[src/rtl/hbuf_rdout_feeder.sv]
// Waveform packet feeder for the hit buffer readout DPRAM.
// Packs a 16-bit packet word stream into 32-bit DPRAM words, pads odd-length
// packets with one zero word, then hands the packet over with a run/busy handshake.
`timescale 1ns / 1ps

module hbuf_rdout_feeder #(
    parameter int unsigned MAX_WORDS = 2048
) (
    input  logic        clk,
    input  logic        rst,
    input  logic        i_en,
    input  logic [15:0] i_in_data,
    input  logic        i_in_valid,
    input  logic        i_in_sop,
    input  logic        i_in_eop,
    output logic        o_in_ready,
    output logic        o_dpram_wren,
    output logic [9:0]  o_dpram_wr_addr,
    output logic [31:0] o_dpram_data,
    output logic [15:0] o_dpram_len,
    output logic        o_dpram_run,
    input  logic        i_dpram_busy,
    output logic [31:0] o_pkt_cnt,
    output logic [15:0] o_drop_cnt,
    output logic        o_trunc_err
);

    typedef enum logic [2:0] {
        S_IDLE,
        S_FILL,
        S_PAD,
        S_RUN,
        S_WAIT_BUSY,
        S_WAIT_DONE
    } state_t;

    localparam logic [11:0] MAX_CNT = 12'(MAX_WORDS);

    state_t      r_state;
    logic        r_rdy;
    logic [15:0] r_lo;
    logic [11:0] r_cnt;
    logic        r_wren;
    logic [9:0]  r_addr;
    logic [31:0] r_data;
    logic [15:0] r_len;
    logic        r_run;
    logic [31:0] r_pkt;
    logic [15:0] r_drop;
    logic        r_trunc;

    // A sop arriving mid-packet closes the current packet and is held off until
    // the hand-off completes, so it becomes the first word of the next packet.
    logic        w_hold;
    logic        w_accept;
    logic        w_full;
    logic [11:0] w_cnt_inc;

    assign w_hold     = (r_state == S_FILL) && i_in_valid && i_in_sop;
    assign o_in_ready = r_rdy && !w_hold;
    assign w_accept   = i_in_valid && o_in_ready;
    assign w_full     = (r_cnt == MAX_CNT);
    assign w_cnt_inc  = r_cnt + 12'd1;

    // Packet fill / pad / hand-off state machine with registered outputs.
    always_ff @(posedge clk) begin
        if (rst || !i_en) begin
            r_state <= S_IDLE;
            r_rdy   <= 1'b0;
            r_lo    <= 16'h0000;
            r_cnt   <= 12'd0;
            r_wren  <= 1'b0;
            r_addr  <= 10'd0;
            r_data  <= 32'h0000_0000;
            r_len   <= 16'h0000;
            r_run   <= 1'b0;
            r_pkt   <= 32'd0;
            r_drop  <= 16'h0000;
            r_trunc <= 1'b0;
        end else begin
            r_wren <= 1'b0;
            r_run  <= 1'b0;
            case (r_state)
                S_IDLE: begin
                    r_rdy <= 1'b1;
                    if (w_accept) begin
                        if (i_in_sop) begin
                            r_lo  <= i_in_data;
                            r_cnt <= 12'd1;
                            if (i_in_eop) begin
                                r_state <= S_PAD;
                                r_rdy   <= 1'b0;
                            end else begin
                                r_state <= S_FILL;
                            end
                        end else if (r_drop != 16'hFFFF) begin
                            r_drop <= r_drop + 16'd1;
                        end
                    end
                end
                S_FILL: begin
                    if (w_hold) begin
                        // Odd count means the last word is an unpaired low half.
                        r_state <= r_cnt[0] ? S_PAD : S_RUN;
                        r_rdy   <= 1'b0;
                    end else if (w_accept) begin
                        // Once full, words up to eop are accepted but dropped.
                        if (!w_full) begin
                            r_cnt <= w_cnt_inc;
                            if (r_cnt[0]) begin
                                r_wren <= 1'b1;
                                r_data <= {i_in_data, r_lo};
                                r_addr <= r_cnt[10:1];
                            end else begin
                                r_lo <= i_in_data;
                            end
                            if ((w_cnt_inc == MAX_CNT) && !i_in_eop) begin
                                r_trunc <= 1'b1;
                            end
                        end
                        if (i_in_eop) begin
                            r_state <= (r_cnt[0] || w_full) ? S_RUN : S_PAD;
                            r_rdy   <= 1'b0;
                        end
                    end
                end
                S_PAD: begin
                    r_wren  <= 1'b1;
                    r_data  <= {16'h0000, r_lo};
                    r_addr  <= r_cnt[10:1];
                    r_cnt   <= w_cnt_inc;
                    r_state <= S_RUN;
                end
                S_RUN: begin
                    r_run   <= 1'b1;
                    r_len   <= {4'h0, r_cnt};
                    r_pkt   <= r_pkt + 32'd1;
                    r_state <= S_WAIT_BUSY;
                end
                S_WAIT_BUSY: begin
                    // Ignore busy during the run cycle itself.
                    if (!r_run && i_dpram_busy) begin
                        r_state <= S_WAIT_DONE;
                    end
                end
                S_WAIT_DONE: begin
                    if (!i_dpram_busy) begin
                        r_cnt   <= 12'd0;
                        r_addr  <= 10'd0;
                        r_state <= S_IDLE;
                        r_rdy   <= 1'b1;
                    end
                end
                default: begin
                    r_state <= S_IDLE;
                    r_rdy   <= 1'b0;
                end
            endcase
        end
    end

    assign o_dpram_wren    = r_wren;
    assign o_dpram_wr_addr = r_addr;
    assign o_dpram_data    = r_data;
    assign o_dpram_len     = r_len;
    assign o_dpram_run     = r_run;
    assign o_pkt_cnt       = r_pkt;
    assign o_drop_cnt      = r_drop;
    assign o_trunc_err     = r_trunc;

endmodule

[config.mk]
export PLATFORM = sky130hd
export DESIGN_NAME = hbuf_rdout_feeder
export DESIGN_NICKNAME = d
export VERILOG_FILES = /design/src/rtl/hbuf_rdout_feeder.sv
export SDC_FILE = /design/constraint.sdc
export NUM_CORES = 1
export LEC_CHECK = 0
export ABC_AREA = 0
export BUFFER_PORTS_ARGS = -buffer_cell sky130_fd_sc_hd__buf_2
export CAP_MARGIN = 20
export CORE_ASPECT_RATIO = 1.1
export CORE_UTILIZATION = 44
export CTS_CLUSTER_DIAMETER = 80
export DETAILED_ROUTE_END_ITERATION = 10
export PLACE_DENSITY = 0.69
export REMOVE_ABC_BUFFERS = 1
export SLEW_MARGIN = 20
export SYNTH_ARGS = -nofsm -noshare
export SYNTH_HDL_FRONTEND = slang
export SYNTH_SLANG_ARGS = --single-unit
[constraint.sdc]
create_clock -name clk -period 1.95 [get_ports clk]
set_input_delay 0.4875 -clock clk [delete_from_list [all_inputs] [get_ports clk]]
set_output_delay 0.4875 -clock clk [all_outputs]
set_load 0.1 [all_outputs]
==> qor.yml <==
die:
  initial_core_util_pct: 45.4
  die_w_um: 116
  dieArea_um2: 14800
  io_pins: 133
  core_area_um2: 13900
  die_y_um: 127
  row_count: 45
critical_path:
  required_ps: 1460
  crit_path_start: "r_state[1]$_SDFFE_PP0P_"
  cp_slowest_cell: "dfxtp_2"
  cpPeakStageDelay_ps: 340
  arrival_ps: 1480
  r2r-start: "r_cnt[0]$_SDFFE_PP0P_"
  r2r_slack_ps: -20
  path_cells: "buf_12 > nor3b_4 > a31oi_4 > buf_12"
  reg2reg_depth: 10
  endpoint: "o_in_ready"
  cp_common_cell: "buf_12"
  r2r_end: "o_dpram_data[6]$_SDFFE_PP0P_"
  end_kind: "output pin"
  worstPathMaxFanout: 19
  crit_path_start_kind: "flip-flop"
  path_class: "flip-flop to output pin"
synth:
  yosysTopAreaCellShare_pct: 43.6
  avgSynthCellArea_um2: 8.30
  synthFlopType: "dfxtp_1"
  async_reset_ff_share_pct: 0
  yosys_warnings: 0
  yosysMostFrequentCell: "dfxtp_1"
  yosys.area.top_type: "dfxtp_1"
  synth_common_cells: "dfxtp_1, nand2_1, a21oi_1"
  synth-edff-count: 0
  synth_area_um2: 6290
  yosysUniqueCellTypes: 69
  yosysSeqAreaShare_pct: 43.6
  synth_cells: 757
  synthTopCellsByArea: "dfxtp_1, a21oi_1, nand2_1"
  ys_ff_latch: 137
cells_and_area:
  final_layout_size_suffix_gt1_share_pct: 32.0
  diodes: 0
  syn_to_final_growth_pct: 35.5
  final_nets: 964
  fillers: 1276
outcome:
  outcome: "complete, but fails checks"
  violations: "setup timing"
timing:
  fin_crit_ps: 1970
  tightest_slew_ps: 580
  hold_violations: 0
  clock_skew_ps: 13.4
  fin_ws_ps: -17.9
  clock.fmax_mhz: 508
  rsz0062_at_grt: "true"
  drv_slew: 0
  fin_crit_sh_pct: 101
  max-slew-margin-rel_pct: 61.2
  setup_viol: 2
  hold_slack_ps: 319
clocking:
  cts_tree: "built"
  h-tree-depth: 4
  cts_max_path_buffers: 2
  cts_sinks: 137
  root_buffer: "clkbuf_16"
  clkTransAtPathRegs_ps: 60
  clock_latency_ps: 420
  cts_buffers: 17
detailed_routing:
  ant_nets: 0
  via_count: 6033
  wl_per_cell_um: 14.4
  vias_per_cell: 5.31
  routed_wirelength_um: 16300
  firstDrtPassIters: 5
  drc: 0
  drt_iter0_markers: 452
placement:
  port-buffer-count: 128
  place_ws_ps: -127
  dpl.hpwl_um: 10700
  place_congestion: 0.877
global_route:
  grt_use_total_pct: 22.2
  grt_overflow: 0
  antenna_found_initial: 0
  grt_pass1_wl_um: 25700
  grt_pass1_vias: 5278
  grt_max_degree: 49
min_path:
  hold-path-cell-count: 3
  hold_class: "input pin to flip-flop"
pwr:
  ir_drop_v: 0.000503
  leakage_nw: 3.35
  power_density_nw_per_um2: 769
  finalPower_mw: 6.55
job:
  drv_cap: 0
[worst max-delay path, delay by kind of cell, from the launching register on]
family          cells  cell delay [ps]
flops               1              340
buf+inv             2              330
simple gates        1              250
compound gates      1              120
[cells in the final DEF (no fill, tap or decap), drive strengths merged, types with 3 or more instances in the layout]
| cell type | Yosys | layout |
|---|---|---|
| buf | 35 | 216 |
| dfxtp | 137 | 137 |
| nand2 | 112 | 112 |
| a21oi | 86 | 86 |
| nor2 | 58 | 58 |
| nand3 | 51 | 51 |
| o21ai | 36 | 36 |
| xnor2 | 31 | 31 |
| nor3 | 22 | 22 |
| clkbuf | 25 | 21 |
| nand4 | 17 | 17 |
| nor4 | 16 | 16 |
| a22o | 10 | 10 |
| inv | 8 | 9 |
| nand2b | 8 | 8 |
| or3 | 7 | 7 |
| nor3b | 7 | 7 |
| a31oi | 7 | 7 |
| and3 | 6 | 6 |
| and4 | 5 | 5 |
| a32o | 5 | 5 |
| nor4b | 5 | 5 |
| ha | 5 | 5 |
| xor2 | 4 | 4 |
| a211oi | 4 | 4 |
| mux2i | 4 | 4 |
| a31o | 4 | 4 |
| conb | 1 | 4 |
| bufinv | 0 | 4 |
| clkinv | 0 | 4 |
| o31ai | 4 | 4 |
| clkinvlp | 0 | 3 |
| and3b | 3 | 3 |
[layer usage]
layer / GRT usage (%) / up-vias / routed length (um) / share of wire (%)
met5: 0 / - / 0 / 0
met4: 8.60 / 0 / 249 / 1.5
met3: 4.89 / 20 / 688 / 4.2
met2: 35.8 / 145 / 7950 / 49
met1: 28.7 / 2828 / 7440 / 46
li1: - / 3040 / - / -
[flip-flops by register name (all words and copies together), names as in the netlist, 3 cells and up]
signal / count
o_drop_cnt: 16
o_dpram_data: 32
r_lo: 16
r_state: 3
r_cnt: 12
o_dpram_wr_addr: 10
o_pkt_cnt: 32
o_dpram_len: 12
[through the flow]
step,area (um^2),TNS (ps),instances,utilization (%)
2_1_floorplan,6000,-139450,700,-
3_3_place_gp,7570,-1790,1092,54.7
3_5_place_dp,7570,-2140,1092,54.7
4_1_cts,8320,-2600,1128,60.1
5_1_grt,8520,-1580,1137,61.5
6_report,8520,-35.4,1137,61.5
[timing repair]
item	4_1_cts	5_1_grt
hold buffers	0	0
buffers inserted	2	10
endpoints found under the setup margin	25	65
gates resized for setup	7	37
pin swaps	3	21
gates cloned	2	1
[final cells by class]
class / instances / area [um^2] / area share (%)
clock buffers: 20 / 457 / 5.36
inverters: 8 / 30.0 / 0.353
well taps: 188 / 235 / 2.76
multi-input cells: 555 / 3380 / 39.6
repair buffers: 217 / 1500 / 17.6
clock inverters: 12 / 171 / 2.01
flip-flops and latches: 137 / 2750 / 32.3
[power by group]
group          internal (mW)  switching [mW]  total [mW]
Clock                   2.20            1.21        3.41
Sequential              2.81         0.00389        2.81
Combinational          0.115           0.214       0.329
[worst min path at each step]
stage                               start                            end  slack (ps)
finish                       i_in_data[4]  o_dpram_data[20]$_SDFFE_PP0P_         320
global route                 i_in_data[4]  o_dpram_data[20]$_SDFFE_PP0P_         320
CTS                          i_in_data[8]           r_lo[8]$_SDFFE_PP0P_         310
detailed placement  r_lo[12]$_SDFFE_PP0P_  o_dpram_data[12]$_SDFFE_PP0P_         440
global placement    r_lo[12]$_SDFFE_PP0P_  o_dpram_data[12]$_SDFFE_PP0P_         430
floorplan            r_lo[0]$_SDFFE_PP0P_   o_dpram_data[0]$_SDFFE_PP0P_         430
[cells by family after synthesis]
| kind of cell | after synthesis | synth area share [%] |
|---|---|---|
| compound gates | 178 | 17.6 |
| xor+xnor | 35 | 4.88 |
| fa+ha+maj | 5 | 0.995 |
| buf+inv | 68 | 5.21 |
| flops | 137 | 43.6 |
| mux | 4 | 0.637 |
| other cells | 1 | 0.0597 |
| simple gates | 329 | 27.0 |
No activity file was read; power rests on OpenSTA's default activity.
